File: src/rtl/crc_gen.sv
// Parameterised CRC generator: folds DATA_W bits per accepted beat, one beat per clock.
// Result is held in RESULT (in_ready low) until out_ready; clear aborts the frame from any state.
module crc_gen #(
    parameter int               CRC_W   = 16,
    parameter int               DATA_W  = 8,
    parameter logic [CRC_W-1:0] POLY    = CRC_W'(16'h1021),
    parameter logic [CRC_W-1:0] INIT    = '1,
    parameter logic [CRC_W-1:0] XOR_OUT = '0,
    parameter bit               REFLECT = 1'b0
) (
    input  logic              clk,
    input  logic              reset_n,
    input  logic              clear,
    input  logic              in_valid,
    output logic              in_ready,
    input  logic [DATA_W-1:0] in_data,
    input  logic              in_last,
    output logic              out_valid,
    input  logic              out_ready,
    output logic [CRC_W-1:0]  out_crc
);

    localparam logic [1:0] IDLE   = 2'd0;
    localparam logic [1:0] BUSY   = 2'd1;
    localparam logic [1:0] RESULT = 2'd2;

    function automatic logic [CRC_W-1:0] bitrev(input logic [CRC_W-1:0] v);
        logic [CRC_W-1:0] r;
        r = '0;
        for (int i = 0; i < CRC_W; i++) begin
            r[i] = v[CRC_W-1-i];
        end
        return r;
    endfunction

    localparam logic [CRC_W-1:0] POLY_R = bitrev(POLY);

    // Whole beat unrolled into one combinational step; bit order follows REFLECT.
    function automatic logic [CRC_W-1:0] fold(input logic [CRC_W-1:0] c_in,
                                              input logic [DATA_W-1:0] d);
        logic [CRC_W-1:0] c;
        logic             fb;
        c = c_in;
        for (int i = 0; i < DATA_W; i++) begin
            if (REFLECT) begin
                fb = c[0] ^ d[i];
                c  = (c >> 1) ^ (fb ? POLY_R : '0);
            end else begin
                fb = c[CRC_W-1] ^ d[DATA_W-1-i];
                c  = (c << 1) ^ (fb ? POLY : '0);
            end
        end
        return c;
    endfunction

    logic [1:0]       state_q, state_d;
    logic [CRC_W-1:0] crc_q, crc_d;
    logic             accept;

    assign in_ready  = (state_q != RESULT);
    assign out_valid = (state_q == RESULT);
    assign out_crc   = out_valid ? (crc_q ^ XOR_OUT) : '0;
    assign accept    = in_valid && in_ready;

    always_comb begin
        state_d = state_q;
        crc_d   = crc_q;
        if (clear) begin
            state_d = IDLE;
            crc_d   = INIT;
        end else begin
            case (state_q)
                IDLE, BUSY: begin
                    if (accept) begin
                        crc_d   = fold(crc_q, in_data);
                        state_d = in_last ? RESULT : BUSY;
                    end
                end
                RESULT: begin
                    if (out_ready) begin
                        state_d = IDLE;
                        crc_d   = INIT;
                    end
                end
                default: begin
                    state_d = IDLE;
                    crc_d   = INIT;
                end
            endcase
        end
    end

    always_ff @(posedge clk or negedge reset_n) begin
        if (!reset_n) begin
            state_q <= IDLE;
            crc_q   <= INIT;
        end else begin
            state_q <= state_d;
            crc_q   <= crc_d;
        end
    end

endmodule

File: config.mk
export PLATFORM = sky130hd
export DESIGN_NAME = crc_gen
export DESIGN_NICKNAME = d
export VERILOG_FILES = /design/src/rtl/crc_gen.sv
export SDC_FILE = /design/constraint.sdc
export NUM_CORES = 1
export LEC_CHECK = 0
export ABC_AREA = 1
export CAP_MARGIN = 20
export CORE_ASPECT_RATIO = 0.9
export CORE_MARGIN = 2
export CORE_UTILIZATION = 27
export DETAILED_ROUTE_END_ITERATION = 10
export PLACE_DENSITY = 0.45
export RECOVER_POWER = 25
export SETUP_SLACK_MARGIN = 0.1
export SLEW_MARGIN = 30
export SYNTH_ARGS = -nofsm -noshare
export SYNTH_HDL_FRONTEND = slang
export SYNTH_SLANG_ARGS = --single-unit
File: constraint.sdc
create_clock -name clk -period 3.1 [get_ports clk]
set_input_delay 0.31 -clock clk [delete_from_list [all_inputs] [get_ports clk]]
set_output_delay 0.31 -clock clk [all_outputs]
set_load 0.01 [all_outputs]
* Word-level counts from Yosys, hierarchy flattened
Cells that the tools add are included.
** Word-level totals
- Input bits :: 14
- Output and inout port bits :: 18
- Register bits after elaboration :: 18
** Operators by class
- Bitwise gates (word level) :: 16
- Muxes and demuxes :: 39
- Equality and inequality tests :: 5
- Reductions and logical operators :: 4
** Operators by type and width (count)
- 16-bit two-way mux :: 25
- 16-bit by 13-bit XOR with 16-bit output :: 8
- 13-bit two-way mux :: 8
- 16-bit one-hot mux with 2 select lines :: 1
- 2-bit two-way mux :: 4
- 1-bit XOR :: 8
- 2-bit one-hot mux with 2 select lines :: 1
- 3-bit by 2-bit != test with 1-bit output (second input constant) :: 1
- 3-bit != test (second input constant) :: 1
- 2-bit by 1-bit equality test with 1-bit output (second input constant) :: 1
- 2-bit equality test (second input constant) :: 1
- 2-bit zero test :: 1
- 2-bit != test (second input constant) :: 1
- 2-bit AND reduction :: 1
- 2-bit OR reduction :: 1
- 1-bit logical AND :: 1

* Logic depth before layout (Yosys ltp)
Gate-level depths: netlist of the first run.
- Depth after elaboration :: 48
- Mapped depth :: 10

* Least setup slack after synthesis of the first run
No wires, ideal clock.
- Path kind :: register to output
- Start point :: register state_q[0]
- End point :: output out_crc[10]
- Stages on the path, launching flop included :: 5
- Path slack :: 1.621 ns
- Buffers on the path :: 1
- Data arrival time :: 1.169 ns
- Required time :: 2.790 ns
- Cell sequence :: dfrtp_1 -> nor2_2 -> clkinv_1 -> buf_2 -> nor2_1
** On the way
- Word-level cells in the longest chain between the ends :: 2
** Ends and longest elaborated chain
- start, declared :: line 56 : logic [1:0] state_q, state_d;
- start signal, assigned :: line 98 : state_q <= state_d;
- 2-bit equality test :: line 61 : assign out_valid = (state_q == RESULT);
- net out_valid :: line 18 : output logic out_valid,
- 16-bit two-way mux :: line 62 : assign out_crc = out_valid ? (crc_q ^ XOR_OUT) : '0;
- end, declared :: line 20 : output logic [CRC_W-1:0] out_crc
The timed path passes the listed nets, and every way through them passes these cells.

* Final worst setup path of the first run
- Start point :: register state_q[0]
- End point :: output out_crc[7]
** On the way
- Word-level cells in the longest chain between the ends :: 2
** Ends and longest elaborated chain (line)
- 2-bit equality test :: 61
- 16-bit two-way mux :: 62
Every way passes these cells.

==> flow_metrics.env, run 1 <==
export IMPL_outcome="finished clean"
export IMPL_numCtsBuffers=3
export IMPL_start_util_pct=27.9
export IMPL_crit_start="state_q[0]"
export IMPL_synth_seq_cells=18
export IMPL_min_from="crc_q[2]"
export IMPL_seq_area_frac_synth_pct=38.0
export IMPL_vias=1196
export IMPL_critPathCaptureType="output port"
export IMPL_power_density_nw_per_um2=559
export IMPL_rsz0062_at_grt="false"
export IMPL_reg2reg_depth=7
export IMPL_final_nets=235
export IMPL_drive_gt1_share_pct=14.5
export IMPL_grt_util_all_layers_pct=13.2
export IMPL_ctsHoldBuffers=0
export IMPL_layout_common_cells="nand2_1 (61), inv_1 (34), nor2_1 (31)"
export IMPL_hpwlAfterDp_mm=2.26
export IMPL_cts_tree="done"
export IMPL_synth_cells=188
export IMPL_arrival_ps=2060
export IMPL_fmax_ghz=0.422
export IMPL_clk_latency_ps=260
export IMPL_instances_no_fill=282
export IMPL_period_needed_ps=2370
export IMPL_period_share_pct=76.5
export IMPL_htreeDepth=1
export IMPL_nFillCells=484
export IMPL_critPathKind="flop to output port"
export IMPL_place_inst=278
export IMPL_synth_warnings=0
export IMPL_synthesis_nets=202
export IMPL_clkTransAtPathRegs_ps=70
export IMPL_antenna_found_initial=0
export IMPL_grt_pass1_vias=1149
export IMPL_grt_max_degree=19
export IMPL_worstReg2RegStart="state_q[1]"
export IMPL_antenna_left=0
export IMPL_drc=0
export IMPL_die_y_um=68.2
export IMPL_core_um2=4430
export IMPL_slew_violations=0
export IMPL_worstHoldPathType="flop to flop"
export IMPL_drt_iter0_markers=57
export IMPL_viasPerCell=4.24
export IMPL_wl_mm=3.07
export IMPL_avgSynthCellArea_um2=6.58
export IMPL_ios=32
export IMPL_maxCapViolations=0
export IMPL_finalHoldViolCount=0
export IMPL_grt_pass1_wl_mm=5.15
export IMPL_synth_distinct_cells=22
export IMPL_layout_commonest_cell="nand2_1"
export IMPL_leakagePower_nw=0.890
export IMPL_firstDrtPassIters=4
export IMPL_die_w_um=75.4
export IMPL_ctsResizeCount=0
export IMPL_whs_ps=503
export IMPL_cts_root_buf="clkbuf_8"
export IMPL_clock_sinks=18
export IMPL_diodes=0
export IMPL_grt_overflow=0
export IMPL_place_gp_congestion=0.795
export IMPL_post_cts_buffers=0
export IMPL_wire_per_inst_um=10.9
export IMPL_cp_max_fo=17
export IMPL_synth_area_um2=1240
export IMPL_clockBufferDepth=2
export IMPL_syn2layout_area_growth_pct=33.6
export IMPL_post_route_util_pct=37.3
export IMPL_setup_viol=0
export IMPL_io_buffer_count=31
export IMPL_critical_path_startpoint_type="flop"
export IMPL_fin_tns_setup_ps=0
export IMPL_ir_worst_vdd_mv=0.201
export IMPL_crit_required_ps=2790
export IMPL_slew_headroom_pct=41.9
export IMPL_dieArea_um2=5140
export IMPL_hold_depth=2
export IMPL_rows=23
export IMPL_fin_worst_skew_ps=1.09
export IMPL_worstMarginPinSlew_ps=868
==> metrics by stage <==
stage / instance area [um^2] / power, mW / setup WS [ps]
finish: 1650 / 0.924 / 728
global route: 1650 / 1.00 / 479
CTS: 1650 / 0.939 / 678
detailed placement: 1600 / 0.733 / 955
global placement: 1600 / 0.729 / 1010
floorplan: 1240 / 0.607 / 1620
==> state kept, by name, indices dropped and copies added, names as in the netlist <==
signal / count
state_q: 2
crc_q: 16
==> power breakdown <==
group          switching, mW  internal (mW)  total, mW  leakage (nW)
registers             0.0356          0.320      0.356         0.195
logic                  0.221          0.149      0.370         0.666
clock network         0.0855          0.113      0.198        0.0288
==> worst max-delay path: stages, from the launching register on <==
cell	delay (ps)
dfrtp_1	400
nor2_2	170
clkinv_1	440
nor2_1	230
clkdlybuf4s50_1	570
==> cells in the mapped netlist <==
master	n	area share (%)
a21oi_1	4	1.6
a21oi_2	3	2.1
a22oi_1	4	2.4
a31oi_1	1	0.51
buf_2	1	0.40
buf_6	2	1.8
clkinv_1	1	0.30
dfrtp_1	2	4.0
dfstp_2	16	34
inv_1	34	10
inv_2	2	0.61
nand2_1	61	19
nand2_2	2	1.0
nand3_1	14	5.7
nand3_2	1	0.81
nor2_1	31	9.4
nor2_2	2	1.0
nor2_4	1	0.91
o21ai_0	1	0.40
o21ai_4	1	1.3
xnor2_1	1	0.71
xor2_1	3	2.1
==> path summary, 6_finish.rpt <==
kind                       slack [ps]    endpoint
hold reg to reg                   500    crc_q[2]
min in group asynchronous         610  state_q[1]
setup reg to reg                 1470    crc_q[2]
hold / removal                    500    crc_q[2]
setup / recovery                  730  out_crc[7]
max in group asynchronous        1960  state_q[0]
==> layout make-up <==
| class | count | area [um^2] | share of cell area, % |
|---|---|---|---|
| inverter | 37 | 139 | 8.40 |
| timing repair buffer | 31 | 310 | 18.8 |
| multi-input combinational | 130 | 601 | 36.3 |
| clock buffer | 4 | 55.1 | 3.33 |
| sequential | 18 | 470 | 28.5 |
| tap | 62 | 77.6 | 4.69 |
==> cells by family (layout without fill, tap and decap cells) <==
family / Yosys count / after routing / synth area share, %
buffers and inverters: 40 / 72 / 13.4
flip-flops: 18 / 18 / 38.0
XOR/XNOR: 4 / 4 / 2.83
AO/OA/AOI/OAI: 14 / 14 / 8.39
AND/OR/NAND/NOR: 112 / 112 / 37.3
==> routing by layer <==
metal	vias up	part of all wire, %	GRT usage [%]
met4	0	1.9	5.92
li1	628	-	-
met3	7	4.5	1.77
met1	531	50	17.6
met5	-	0	0
met2	30	44	21.2
Power figures use the tool's default switching activity.
==> run 2: changes to the inputs <==
- clock period: 3.1 -> 2.39 ns (I/O delays scaled with it)
==> flow_metrics.env, run 2 (same netlist as run 1, synthesis figures left out) <==
export IMPL_largest_register="crc_q"
export IMPL_clk_latency_ps=260
export IMPL_grt_pass1_vias=1126
export IMPL_power_density_nw_per_um2=707
export IMPL_fin_worst_skew_ps=8.59
export IMPL_grt_pass1_wl_mm=5.22
export IMPL_critical_path_startpoint_type="flop"
export IMPL_clockBufferDepth=2
export IMPL_hold_depth=2
export IMPL_reg2reg_depth=7
export IMPL_worstHoldPathType="flop to flop"
export IMPL_maxCapViolations=0
export IMPL_top_regs="crc_q: 16 flops, state_q: 2 flops"
export IMPL_cp_max_fo=17
export IMPL_post_cts_buffers=0
export IMPL_outcome="finished clean"
export IMPL_wl_mm=3.12
export IMPL_rsz0062_at_grt="false"
export IMPL_slew_headroom_pct=30.6
export IMPL_ctsHoldBuffers=0
export IMPL_viasPerCell=4.26
export IMPL_p_total_mw=1.17
export IMPL_clkTransAtPathRegs_ps=70
export IMPL_instances_no_fill=284
export IMPL_worstPathCellList="nor2_2 -> clkinv_2 -> nor2_1 -> clkdlybuf4s50_1"
export IMPL_diodes=0
export IMPL_die_w_um=75.4
export IMPL_ctsResizeCount=1
export IMPL_place_gp_congestion=0.784
export IMPL_numCtsBuffers=3
export IMPL_dieArea_um2=5140
export IMPL_arrival_ps=1850
export IMPL_io_buffer_count=31
export IMPL_period_needed_ps=2090
export IMPL_worstMarginPinSlew_ps=1040
export IMPL_start_util_pct=27.9
export IMPL_path_delay_family="buffers and inverters"
export IMPL_layout_common_cells="nand2_1 (61), inv_1 (34), nor2_1 (31)"
export IMPL_clock_sinks=18
export IMPL_hpwlAfterDp_mm=2.32
export IMPL_leakagePower_nw=0.891
export IMPL_critPathCaptureType="output port"
export IMPL_setup_viol=0
export IMPL_crit_required_ps=2150
export IMPL_ir_worst_vdd_mv=0.306
export IMPL_layout_commonest_cell="nand2_1"
export IMPL_worstReg2RegStart="state_q[1]"
export IMPL_cp_buffers_inverters=2
export IMPL_rr_endpoint="crc_q[0]"
export IMPL_wire_per_inst_um=11.0
export IMPL_rows=23
export IMPL_nFillCells=486
export IMPL_min_from="crc_q[2]"
export IMPL_fmax_ghz=0.479
export IMPL_firstDrtPassIters=4
export IMPL_die_y_um=68.2
export IMPL_drc=0
export IMPL_grt_overflow=0
export IMPL_grt_util_all_layers_pct=13.5
export IMPL_fin_tns_setup_ps=0
export IMPL_slew_violations=0
export IMPL_grt_max_degree=19
export IMPL_place_inst=280
export IMPL_antenna_left=0
export IMPL_final_nets=237
export IMPL_core_um2=4430
export IMPL_crit_slowest_cell="clkdlybuf4s50_1"
export IMPL_period_share_pct=87.3
export IMPL_cts_tree="done"
export IMPL_ff2ff_setup_slack_ps=930
export IMPL_critPathKind="flop to output port"
export IMPL_ios=32
export IMPL_drive_gt1_share_pct=14.9
export IMPL_antenna_found_initial=0
export IMPL_syn2layout_area_growth_pct=33.8
export IMPL_cts_root_buf="clkbuf_8"
export IMPL_vias=1211
export IMPL_hold_end="crc_q[2]"
export IMPL_finalHoldViolCount=0
export IMPL_drt_iter0_markers=81
export IMPL_htreeDepth=1
export IMPL_largest_register_ffs=16
export IMPL_slowest_delay_ps=550
[run 2: cell count changes in the layout (fill, tap and decap cells not counted)]
cell      change
clkbuf_1      +2
buf_4         +1
clkbuf_8      -1
clkinv_1      -1
clkinv_2      +1
[run 2: worst register-to-register path, cell delays in order, from the launching register on]
cell and delay [ps]:
dfrtp_1 390, nor2_2 150, inv_2 80, o21ai_4 310
inv_2 170, nand2_2 140, nor2_1 60, a21oi_2 100
[run 2: worst max path at each step]
stage,startpoint,end,depth (start not counted)
2_1_floorplan,state_q[0],out_crc[10],4
3_3_place_gp,state_q[0],out_crc[7],4
3_5_place_dp,state_q[0],out_crc[7],4
4_1_cts,state_q[0],out_crc[7],4
5_1_grt,state_q[0],out_crc[5],4
6_report,state_q[0],out_crc[7],4
[run 2: power by group]
part | internal, mW | switching, mW | total [mW] | leakage (nW)
Clock | 0.118 | 0.106 | 0.224 | 0.0228
Combinational | 0.196 | 0.289 | 0.484 | 0.674
Sequential | 0.415 | 0.0467 | 0.462 | 0.195
Total | 0.729 | 0.442 | 1.17 | 0.891
[run 2: final cells by class]
type | instances | area, um^2 | area share, %
clock buffers | 4 | 45.0 | 2.72
inverters | 37 | 140 | 8.47
multi-input cells | 130 | 601 | 36.3
flip-flops and latches | 18 | 470 | 28.4
well taps | 62 | 77.6 | 4.69
repair buffers | 33 | 322 | 19.4
[run 2: routing by layer]
layer | wire, um | vias up | track usage [%]
met4 | 16 | 0 | 5.26
met2 | 1360 | 33 | 21.0
met1 | 1570 | 546 | 18.9
met3 | 173 | 2 | 1.91
met5 | 0 | - | 0
li1 | - | 630 | -
[run 2: stage by stage]
stage / cell area (um^2) / hold slack (ps) / util, % / setup slack (ps)
2_1_floorplan: 1240 / -56.6 / - / 982
3_5_place_dp: 1610 / 490 / 36.4 / 337
4_1_cts: 1660 / 308 / 37.4 / 277
5_1_grt: 1660 / 527 / 37.4 / 136
3_3_place_gp: 1610 / 489 / 36.4 / 365
6_report: 1660 / 503 / 37.4 / 303
